==> src/rtl/rs_sched_pkg.sv <==
// Shared reservation-station types: source/alloc packets, entry state and
// the ROB writeback result record.
package rs_defs;

    localparam int RS_XLEN    = 64;
    localparam int RS_ROBID_W = 5;
    localparam int RS_UOP_W   = 32;

    typedef struct packed {
        logic                  from_rob;
        logic [RS_ROBID_W-1:0] robid;
        logic [RS_XLEN-1:0]    data;
    } t_rs_src_alloc;

    typedef struct packed {
        logic [RS_UOP_W-1:0]     uop;
        logic [RS_ROBID_W-1:0]   robid;
        t_rs_src_alloc [1:0]     src;
    } t_rs_alloc;

    typedef enum logic [1:0] {
        FREE  = 2'd0,
        WAIT  = 2'd1,
        READY = 2'd2
    } t_rs_entry_state;

    typedef struct packed {
        logic [RS_ROBID_W-1:0] robid;
        logic [RS_XLEN-1:0]    value;
    } t_rob_result;

endpackage

==> src/rtl/rs_sched_entry.sv <==
// One reservation-station entry: state FSM, two source slots that snoop the
// ROB writeback bus, and the uop payload.
// Optional build macro RS_WAKEUP_BYPASS_EN: an entry whose last pending
// source is being written back this cycle is already select-eligible, with
// that operand forwarded straight from the writeback bus.
module rs_sched_entry
    import rs_defs::*;
(
    input  logic                  clk,
    input  logic                  reset_n,
    input  logic                  flush_i,
    input  logic                  alloc_en_i,
    input  t_rs_alloc             alloc_i,
    input  logic                  wb_valid_i,
    input  t_rob_result           wb_i,
    input  logic                  issue_ack_i,
    output logic                  free_o,
    output logic                  eligible_o,
    output logic [RS_UOP_W-1:0]   uop_o,
    output logic [RS_ROBID_W-1:0] robid_o,
    output logic [RS_XLEN-1:0]    src_data_o [2]
);

    t_rs_entry_state       state_q;
    logic [1:0]            rdy_q;
    logic [RS_ROBID_W-1:0] tag_q  [2];
    logic [RS_XLEN-1:0]    data_q [2];
    logic [RS_UOP_W-1:0]   uop_q;
    logic [RS_ROBID_W-1:0] robid_q;

    logic [1:0] match;
    logic [1:0] alloc_rdy;
    logic       alloc_take;
    logic       wake_all;

    // Tag match against the writeback bus, for both resident and incoming sources
    always_comb begin
        match      = '0;
        alloc_rdy  = '0;
        alloc_take = alloc_en_i && (state_q == FREE);
        for (int s = 0; s < 2; s++) begin
            match[s]     = wb_valid_i && (state_q == WAIT) && !rdy_q[s] &&
                           (wb_i.robid == tag_q[s]);
            alloc_rdy[s] = !alloc_i.src[s].from_rob ||
                           (wb_valid_i && (wb_i.robid == alloc_i.src[s].robid));
        end
        wake_all = (state_q == WAIT) && (&(rdy_q | match));
    end

    // Entry FSM and per-source ready bits; flush overrides everything
    always_ff @(posedge clk or negedge reset_n) begin
        if (!reset_n) begin
            state_q <= FREE;
            rdy_q   <= '0;
        end else if (flush_i) begin
            state_q <= FREE;
            rdy_q   <= '0;
        end else begin
            case (state_q)
                FREE: begin
                    if (alloc_take) begin
                        rdy_q   <= alloc_rdy;
                        state_q <= (&alloc_rdy) ? READY : WAIT;
                    end
                end
                WAIT: begin
                    // An ack in WAIT only happens when a bypassed wakeup issued
                    if (issue_ack_i) begin
                        state_q <= FREE;
                    end else begin
                        rdy_q <= rdy_q | match;
                        if (wake_all) state_q <= READY;
                    end
                end
                READY: begin
                    if (issue_ack_i) state_q <= FREE;
                end
                default: state_q <= FREE;
            endcase
        end
    end

    // Payload and operand capture; data flops carry no reset
    always_ff @(posedge clk) begin
        if (alloc_take) begin
            uop_q   <= alloc_i.uop;
            robid_q <= alloc_i.robid;
            for (int s = 0; s < 2; s++) begin
                tag_q[s]  <= alloc_i.src[s].robid;
                data_q[s] <= alloc_i.src[s].from_rob ? wb_i.value : alloc_i.src[s].data;
            end
        end else begin
            for (int s = 0; s < 2; s++) begin
                if (match[s]) data_q[s] <= wb_i.value;
            end
        end
    end

    assign free_o  = (state_q == FREE);
    assign uop_o   = uop_q;
    assign robid_o = robid_q;

`ifdef RS_WAKEUP_BYPASS_EN
    assign eligible_o    = (state_q == READY) || wake_all;
    assign src_data_o[0] = match[0] ? wb_i.value : data_q[0];
    assign src_data_o[1] = match[1] ? wb_i.value : data_q[1];
`else
    assign eligible_o    = (state_q == READY);
    assign src_data_o[0] = data_q[0];
    assign src_data_o[1] = data_q[1];
`endif

endmodule

==> src/rtl/rs_sched.sv <==
// Reservation station scheduler: free-list allocation, age matrix,
// oldest-ready select with a hold lock, and the issue mux.
// Optional build macro RS_WAKEUP_BYPASS_EN enables zero-cycle
// wakeup-to-issue inside the entries.
module rs_sched
    import rs_defs::*;
#(
    parameter int NUM_ENTRIES = 4,
    parameter int XLEN        = RS_XLEN,
    parameter int ROBID_W     = RS_ROBID_W,
    parameter int UOP_W       = RS_UOP_W
) (
    input  logic                clk,
    input  logic                reset_n,
    input  logic                flush,
    input  logic                alloc_valid_rs0,
    output logic                alloc_ready_rs0,
    input  logic [UOP_W-1:0]    alloc_uop_rs0,
    input  logic [ROBID_W-1:0]  alloc_robid_rs0,
    input  t_rs_src_alloc       alloc_src_rs0 [2],
    input  logic                ro_valid_rb0,
    input  t_rob_result         ro_result_rb0,
    output logic                iss_valid_rs1,
    input  logic                iss_ready_rs1,
    output logic [UOP_W-1:0]    iss_uop_rs1,
    output logic [ROBID_W-1:0]  iss_robid_rs1,
    output logic [XLEN-1:0]     iss_src_data_rs1 [2]
);

    localparam int IDX_W = (NUM_ENTRIES > 1) ? $clog2(NUM_ENTRIES) : 1;

    logic [NUM_ENTRIES-1:0] free_vec;
    logic [NUM_ENTRIES-1:0] elig_vec;
    logic [NUM_ENTRIES-1:0] alloc_en;
    logic [NUM_ENTRIES-1:0] issue_ack;
    logic [NUM_ENTRIES-1:0] pick_oh;
    logic [NUM_ENTRIES-1:0] sel_oh;
    logic [NUM_ENTRIES-1:0] lock_oh_q;
    logic [NUM_ENTRIES-1:0] older_q [NUM_ENTRIES];
    logic                   lock_q;
    logic                   alloc_fire;
    logic                   iss_fire;
    logic                   found;
    logic [IDX_W-1:0]       alloc_idx;

    logic [UOP_W-1:0]   ent_uop   [NUM_ENTRIES];
    logic [ROBID_W-1:0] ent_robid [NUM_ENTRIES];
    logic [XLEN-1:0]    ent_data  [NUM_ENTRIES][2];

    t_rs_alloc alloc_pkt;

    assign alloc_pkt.uop    = alloc_uop_rs0;
    assign alloc_pkt.robid  = alloc_robid_rs0;
    assign alloc_pkt.src[0] = alloc_src_rs0[0];
    assign alloc_pkt.src[1] = alloc_src_rs0[1];

    for (genvar i = 0; i < NUM_ENTRIES; i++) begin : g_ent
        rs_sched_entry u_entry (
            .clk         (clk),
            .reset_n     (reset_n),
            .flush_i     (flush),
            .alloc_en_i  (alloc_en[i]),
            .alloc_i     (alloc_pkt),
            .wb_valid_i  (ro_valid_rb0),
            .wb_i        (ro_result_rb0),
            .issue_ack_i (issue_ack[i]),
            .free_o      (free_vec[i]),
            .eligible_o  (elig_vec[i]),
            .uop_o       (ent_uop[i]),
            .robid_o     (ent_robid[i]),
            .src_data_o  (ent_data[i])
        );
    end

    // Lowest-index free entry from registered state only
    always_comb begin
        alloc_idx = '0;
        found     = 1'b0;
        alloc_en  = '0;
        for (int i = 0; i < NUM_ENTRIES; i++) begin
            if (free_vec[i] && !found) begin
                alloc_idx = IDX_W'(i);
                found     = 1'b1;
            end
        end
        alloc_ready_rs0 = |free_vec;
        alloc_fire      = alloc_valid_rs0 && alloc_ready_rs0 && !flush;
        for (int i = 0; i < NUM_ENTRIES; i++) begin
            alloc_en[i] = alloc_fire && (alloc_idx == IDX_W'(i));
        end
    end

    // Oldest eligible entry: one that is older than every other eligible one
    always_comb begin
        pick_oh = elig_vec;
        for (int i = 0; i < NUM_ENTRIES; i++) begin
            for (int j = 0; j < NUM_ENTRIES; j++) begin
                if (i != j && elig_vec[j] && !older_q[i][j]) pick_oh[i] = 1'b0;
            end
        end
        sel_oh        = lock_q ? lock_oh_q : pick_oh;
        iss_valid_rs1 = lock_q || (|elig_vec);
        iss_fire      = iss_valid_rs1 && iss_ready_rs1;
        issue_ack     = iss_fire ? sel_oh : '0;
    end

    // One-hot AND-OR issue mux; zero when nothing is selected
    always_comb begin
        iss_uop_rs1         = '0;
        iss_robid_rs1       = '0;
        iss_src_data_rs1[0] = '0;
        iss_src_data_rs1[1] = '0;
        for (int i = 0; i < NUM_ENTRIES; i++) begin
            if (sel_oh[i]) begin
                iss_uop_rs1         = iss_uop_rs1 | ent_uop[i];
                iss_robid_rs1       = iss_robid_rs1 | ent_robid[i];
                iss_src_data_rs1[0] = iss_src_data_rs1[0] | ent_data[i][0];
                iss_src_data_rs1[1] = iss_src_data_rs1[1] | ent_data[i][1];
            end
        end
    end

    // Hold the presented entry while execute back-pressures
    always_ff @(posedge clk or negedge reset_n) begin
        if (!reset_n) begin
            lock_q    <= 1'b0;
            lock_oh_q <= '0;
        end else if (flush || iss_fire) begin
            lock_q    <= 1'b0;
            lock_oh_q <= '0;
        end else if (iss_valid_rs1 && !lock_q) begin
            lock_q    <= 1'b1;
            lock_oh_q <= pick_oh;
        end
    end

    // Age matrix: a new entry is younger than everyone, so clear its row and set its column
    always_ff @(posedge clk or negedge reset_n) begin
        if (!reset_n) begin
            for (int i = 0; i < NUM_ENTRIES; i++) older_q[i] <= '0;
        end else if (alloc_fire) begin
            for (int i = 0; i < NUM_ENTRIES; i++) begin
                if (IDX_W'(i) == alloc_idx) older_q[i] <= '0;
                else                        older_q[i][alloc_idx] <= 1'b1;
            end
        end
    end

endmodule

==> config.mk <==
export PLATFORM = sky130hd
export DESIGN_NAME = rs_sched
export DESIGN_NICKNAME = d
export VERILOG_FILES = /design/src/rtl/rs_sched_pkg.sv /design/src/rtl/rs_sched_entry.sv /design/src/rtl/rs_sched.sv
export SDC_FILE = /design/constraint.sdc
export NUM_CORES = 1
export LEC_CHECK = 0
export BUFFER_PORTS_ARGS = -buffer_cell sky130_fd_sc_hd__buf_2
export CORE_MARGIN = 4
export CORE_UTILIZATION = 45
export CTS_CLUSTER_DIAMETER = 150
export DETAILED_ROUTE_END_ITERATION = 6
export PLACE_DENSITY = 0.65
export SLEW_MARGIN = 10
export SYNTH_ARGS = -nofsm -noshare
export SYNTH_HDL_FRONTEND = slang
export SYNTH_HIERARCHICAL = 1
export SYNTH_SLANG_ARGS = --single-unit
==> constraint.sdc <==
create_clock -name clk -period 3.1 [get_ports clk]
set_input_delay 0.93 -clock clk [delete_from_list [all_inputs] [get_ports clk]]
set_output_delay 0.93 -clock clk [all_outputs]
set_load 0.01 [all_outputs]
==> results of run 1 <==
==> cell families (layout without fill, tap and decap cells) <==
kind of cell,count (synthesis),after routing
compound gates,429,429
other cells,0,22
mux,512,512
xor+xnor,80,80
flops,733,733
buf+inv,139,800
simple gates,339,339
==> cell usage in the layout, fill, tap and decap left out, drive strengths merged, types with 31 or more instances in the layout <==
cell type	netlist	routed
a22oi	330	330
buf	117	628
clkbuf	10	116
clkinv	0	31
dfrtp	33	33
edfxtp	700	700
mux2	512	512
nand2	207	207
nor2	49	49
xnor2	36	36
xor2	44	44
==> timing repair <==
action                                  4_1_cts  5_1_grt
endpoints found under the setup margin      165      166
buffers inserted                             14       15
gates resized for setup                     116      151
pin swaps                                    25       30
cloned                                       15       23
==> worst max path at each step <==
stage	startpoint	to	slack, ns	cells after the start
detailed placement	g_ent[1].u_entry/state_q[0]	iss_src_data_rs1[68]	-0.17	8
global route	g_ent[3].u_entry/state_q[0]	iss_uop_rs1[2]	-0.61	9
CTS	g_ent[0].u_entry/state_q[0]	iss_src_data_rs1[19]	-0.56	11
floorplan	alloc_valid_rs0	g_ent[3].u_entry/data_q[0][0]	-0.51	5
global placement	g_ent[1].u_entry/state_q[0]	iss_src_data_rs1[62]	-0.13	8
finish	g_ent[0].u_entry/state_q[1]	iss_src_data_rs1[13]	-0.54	10
==> power groups by stage <==
stage | registers (mW) | clock network (mW) | logic, mW
floorplan | 12.5 | 0 | 6.71
global placement | 12.5 | 0 | 12.4
detailed placement | 12.5 | 0 | 12.5
CTS | 12.4 | 9.17 | 14.2
global route | 12.5 | 9.63 | 16.9
finish | 12.4 | 9.04 | 16.1
==> flip-flops by register name (all words and copies together), names as in the netlist, named ones only <==
signal,cells
lock_q,1
older_q,4
g_ent.u_entry/data_q,512
g_ent.u_entry/tag_q,40
lock_oh_q,4
g_ent.u_entry/state_q,8
g_ent.u_entry/uop_o,128
g_ent.u_entry/robid_o,20
g_ent.u_entry/rdy_q,8
==> layout make-up <==
class	count	area [um^2]
diodes	22	55.1
clock buffers	96	2020
clock inverters	44	399
fillers	6223	35000
inverters	12	48.8
multi-input cells	1360	13700
flip-flops and latches	733	21800
well taps	1060	1330
repair buffers	648	5970
==> per-layer routing <==
metal | part of all wire | up-vias | GRT usage
met5 | 0.0017 | - | 0
met4 | 0.023 | 26 | 0.0766
met3 | 0.083 | 190 | 0.0662
met2 | 0.51 | 943 | 0.416
met1 | 0.39 | 11650 | 0.291
li1 | - | 10049 | -
==> stage by stage <==
step	instance area [um^2]	worst slack, ns	TNS [ns]	std cells
floorplan	36500	-0.512	-68.03	2232
global placement	40700	-0.129	-5.35	3748
detailed placement	40700	-0.167	-11.30	3748
CTS	44100	-0.562	-83.24	3917
global route	45400	-0.609	-90.17	3964
finish	45400	-0.544	-77.00	3975
==> impl_metrics.py, run 1 <==
metrics = {
    "sta": {
        "fmax_mhz": 274,
        "setup_viol": 166,
        "hold_violations": 0,
        "finalClockSkew_ns": 0.0250,
        "tightest_slew_ns": 0.885,
        "final.setup.worst_slack_ns": -0.544,
        "slew_headroom": 0.410,
        "drv_slew": 0,
        "fin_crit_sh": 1.18,
        "whs_ns": 0.418,
        "period_needed_ns": 3.64,
        "rsz0062_at_grt": "yes",
    },
    "place": {
        "port_buffers": 418,
        "place_congestion": 0.829,
        "dpl.hpwl_mm": 68.2,
    },
    "pwr": {
        "power_density_nw_per_um2": 826,
        "total_power_mw": 37.5,
        "power.share.sequential": 0.331,
        "power.internal_mw": 24.6,
        "power.share.switching": 0.346,
        "leakage_nw": 18.0,
        "clkPwrFrac": 0.241,
        "netSwitchingPower_mw": 13.0,
        "vdd_ir_drop_max_v": 0.000477,
        "p_comb_frac": 0.429,
    },
    "setup_path": {
        "regToRegEndpoint": "g_ent[3].u_entry/rdy_q[1]",
        "crit_family": "buffers and inverters",
        "path_class": "flip-flop to output port",
        "max_stage_delay_ns": 0.39,
        "cp_max_fo": 17,
        "cp-end-kind": "output port",
        "cp.arrival_ns": 2.71,
        "worstSetupStartpointType": "flip-flop",
        "regToRegStartpoint": "g_ent[0].u_entry/state_q[0]",
        "cp_cell_sequence": "nor2b_4 > buf_4 > nor2b_4 > o41ai_4 > buf_4 > buf_12 > buf_16 > a22oi_1 > nand2_1 > buf_6",
        "slowest_stage": "dfrtp_1",
        "regToRegSetupSlack_ns": 0.24,
        "rr_worst_depth": 12,
        "cp_num_buf_inv": 5,
        "crit_required_ns": 2.17,
    },
    "logic_synthesis": {
        "yosys.area.top_type_share": 0.577,
        "yosys-mux-area-fraction": 0.208,
        "synth-warning-count": 6,
        "synth_cell_types": 47,
        "synth_common_cells": "edfxtp_1, mux2_4, a22oi_1",
        "synth.most_common_cell": "edfxtp_1",
        "synthCells": 2232,
        "async_flop_share": 0.0450,
        "synth-edff-count": 700,
        "synthAdderAreaFrac": 0,
        "synth_compound_area_frac": 0.0891,
        "netlist_area_um2": 36500,
        "synth-simple-area-share": 0.0465,
        "yosys.area_share.xor_xnor": 0.0192,
        "synth_top_area_cell": "edfxtp_1",
        "synth_seq_area_share": 0.599,
        "synth_top_family_by_area": "multiplexers",
        "ys_ff_latch": 733,
        "synth-main-ff-cell": "edfxtp_1",
        "synth.area.top_cells": "edfxtp_1, mux2_4, a22oi_1, buf_12, dfrtp_1",
        "synth_nets": 2484,
        "synth.avg_cell_area_um2": 16.3,
    },
    "clock_tree": {
        "clkTransAtPathRegs_ns": 0.06,
        "clock_latency_ns": 0.64,
        "cts_tree": "done",
        "clkSinkCount": 733,
        "hold_buffers": 0,
        "cts_root_buf": "clkbuf_16",
        "cts_max_level": 3,
        "clock_path_buffers": 3,
        "cts_made_buffers": 78,
    },
    "global_route": {
        "grt_pass1_vias": 23305,
        "antenna_found_initial": 31,
        "grt-ovfl-total": 0,
        "groute.usage.overall": 0.240,
        "grt_max_degree": 38,
        "grt_pass1_wl_mm": 154,
    },
    "hold_path": {
        "hold_path_class": "input port to async pin",
    },
    "routing": {
        "first_pass_iters": 5,
        "vias_per_cell": 5.75,
        "drt_wl_total_mm": 110,
        "final_antenna_net_count": 0,
        "vias": 22858,
        "wl_per_cell_um": 27.6,
        "drt_iter0_drc": 1698,
        "drc_errors": 0,
    },
    "run_status": {
        "status": "finished with violations",
        "violations": "negative setup slack",
    },
    "job": {
        "cap_violations": 0,
    },
    "layout": {
        "final_util": 0.565,
        "drive_gt1_frac": 0.487,
        "syn_to_final_growth_pct": 24.6,
        "nets": 3085,
    },
    "floorplan": {
        "core_area_um2": 80400,
        "io_pins": 419,
        "initial_core_util": 0.453,
        "rows": 104,
        "die_w_um": 293,
        "dieArea_um2": 85600,
        "die_h_um": 293,
    },
}
(Power assumes the default switching activity.)
==> run 2: changes to the inputs <==
--- a/config.mk
+++ b/config.mk
@@ -7,10 +7,10 @@
 export LEC_CHECK = 0
 export BUFFER_PORTS_ARGS = -buffer_cell sky130_fd_sc_hd__buf_2
 export CORE_MARGIN = 4
-export CORE_UTILIZATION = 45
+export CORE_UTILIZATION = 29
 export CTS_CLUSTER_DIAMETER = 150
 export DETAILED_ROUTE_END_ITERATION = 6
-export PLACE_DENSITY = 0.65
+export PLACE_DENSITY = 0.45
 export SLEW_MARGIN = 10
 export SYNTH_ARGS = -nofsm -noshare
 export SYNTH_HDL_FRONTEND = slang
==> impl_metrics.py, run 2 (same netlist as run 1, synthesis figures left out) <==
metrics = {
    "layout": {
        "final_cell_mix": "edfxtp_1, mux2_4, buf_2",
        "largest_register_ffs": 512,
        "top_register": "g_ent.u_entry/data_q",
        "drive_gt1_frac": 0.572,
        "syn_to_final_growth_pct": 35.7,
        "n_fill_cell": 11481,
        "layout_commonest_cell": "edfxtp_1",
        "nets": 3219,
    },
    "sta": {
        "final.setup.worst_slack_ns": -0.638,
        "whs_ns": 0.377,
        "tightest_slew_ns": 0.865,
        "fmax_mhz": 268,
        "rsz0062_at_grt": "yes",
        "setup_viol": 165,
        "period_needed_ns": 3.74,
        "fin_crit_sh": 1.21,
        "slew_headroom": 0.423,
        "fin_tns_setup_ns": -91.11,
        "hold_violations": 0,
        "drv_slew": 0,
        "finalClockSkew_ns": 0.0145,
    },
    "routing": {
        "vias_per_cell": 4.97,
        "drt_wl_total_mm": 128,
        "wl_per_cell_um": 27.2,
        "final_antenna_net_count": 0,
        "drt_iter0_drc": 1631,
        "vias": 23313,
        "drc_errors": 0,
        "first_pass_iters": 5,
    },
    "global_route": {
        "antenna_found_initial": 31,
        "grt_pass1_vias": 24135,
        "grt_pass1_wl_mm": 178,
        "grt_max_degree": 35,
        "groute.usage.overall": 0.186,
        "grt-ovfl-total": 0,
    },
    "place": {
        "port_buffers": 418,
        "place_congestion": 0.781,
        "dpl.hpwl_mm": 79.1,
    },
    "floorplan": {
        "core_area_um2": 124000,
        "die_w_um": 363,
        "rows": 129,
        "dieArea_um2": 131000,
        "initial_core_util": 0.293,
        "die_h_um": 363,
        "io_pins": 419,
    },
    "setup_path": {
        "slowest_stage": "dfrtp_1",
        "path_class": "flip-flop to output port",
        "cp-end-kind": "output port",
        "cp_max_fo": 8,
        "crit_required_ns": 2.17,
        "cp.arrival_ns": 2.81,
        "worstSetupStartpointType": "flip-flop",
        "cp_cell_sequence": "nor2b_4 > buf_6 > nor2b_4 > o41ai_4 > buf_4 > buf_12 > buf_4 > a22oi_1 > nand2_1 > buf_2",
        "max_stage_delay_ns": 0.38,
    },
    "clock_tree": {
        "cts_max_level": 3,
        "cts_root_buf": "clkbuf_16",
        "cts_made_buffers": 88,
        "clock_latency_ns": 0.66,
        "clock_path_buffers": 3,
        "cts_tree": "done",
        "clkTransAtPathRegs_ns": 0.06,
        "clkSinkCount": 733,
        "hold_buffers": 0,
    },
    "job": {
        "cap_violations": 0,
    },
    "pwr": {
        "power_density_nw_per_um2": 865,
        "vdd_ir_drop_max_v": 0.000458,
        "leakage_nw": 19.2,
    },
    "run_status": {
        "violations": "negative setup slack",
        "status": "finished with violations",
    },
    "hold_path": {
        "hold_path_class": "input port to async pin",
    },
}
[run 2: cell types whose count changed in the layout (fill, tap and decap cells not counted), moves of 10 or more]
| cell | before | now |
|---|---|---|
| buf_2 | 362 | 350 |
| buf_16 | 24 | 53 |
| nand2_1 | 180 | 149 |
| clkbuf_16 | 96 | 106 |
| a22oi_2 | 63 | 211 |
| a22oi_1 | 267 | 119 |
| buf_12 | 75 | 106 |
| buf_4 | 98 | 142 |
| buf_8 | 5 | 16 |
| nand2_2 | 15 | 43 |
| buf_6 | 64 | 88 |
[run 2: worst paths after layout]
| check | start | endpoint | slack (ns) | cells past startpoint |
|---|---|---|---|---|
| hold / removal | reset_n | g_ent[0].u_entry/rdy_q[1] | 0.38 | 1 |
| hold reg to reg | flip-flop | flip-flop | 0.52 | 1 |
| setup / recovery | g_ent[1].u_entry/state_q[1] | iss_src_data_rs1[114] | -0.64 | 10 |
| setup reg to reg | g_ent[1].u_entry/state_q[0] | g_ent[3].u_entry/rdy_q[1] | 0.22 | 14 |
| max in group asynchronous | reset_n | async pin | 2.16 | 1 |
| min in group clk | alloc_uop_rs0[17] | g_ent[2].u_entry/uop_o[17] | 0.49 | 1 |
[run 2: timing repair]
action                                  in CTS  in global routing
cloned                                      45                 16
pin swaps                                   91                 76
resized for setup                          355                164
setup buffers                               70                 15
endpoints found under the setup margin     166                166
[run 2: final cells by class]
| cell class | instances | area, um^2 | area share |
|---|---|---|---|
| flip-flops and latches | 733 | 21800 | 0.441 |
| multi-input cells | 1360 | 14600 | 0.295 |
| repair buffers | 772 | 8060 | 0.163 |
| clock buffers | 102 | 2300 | 0.0464 |
| well taps | 1637 | 2050 | 0.0414 |
| clock inverters | 55 | 543 | 0.0110 |
| inverters | 12 | 48.8 | 0.000986 |
| diodes | 16 | 40.0 | 0.000809 |
[run 2: critical path, delay by kind of cell (launching register included)]
kind	cells	cell delay, ns
buffers and inverters	5	0.87
flip-flops	1	0.38
AND/OR/NAND/NOR	3	0.48
AO/OA/AOI/OAI	2	0.40
[run 2: per-layer routing]
metal | global-route usage | wire length [um]
met1 | 0.240 | 54900
met2 | 0.324 | 63800
met3 | 0.0380 | 6230
met4 | 0.0393 | 2390
met5 | 0 | 170
[run 2: power breakdown]
group	leakage [nW]	switching, mW	total, mW	internal (mW)
combinational	11.1	10.2	20.1	9.89
sequential	6.75	0.409	12.5	12.1
clock	1.39	4.16	10.3	6.12
total	19.2	14.8	42.8	28.1
[run 2: per-stage QoR]
stage | instances | util | power [mW] | setup slack [ns] | cell area [um^2]
floorplan | 2232 | - | 19.2 | -0.512 | 36500
global placement | 4382 | 0.338 | 25.8 | -0.297 | 42000
detailed placement | 4382 | 0.338 | 25.9 | -0.279 | 42000
CTS | 4649 | 0.389 | 41.9 | -0.686 | 48300
global route | 4675 | 0.398 | 44.7 | -0.743 | 49500
finish | 4687 | 0.398 | 42.8 | -0.638 | 49500
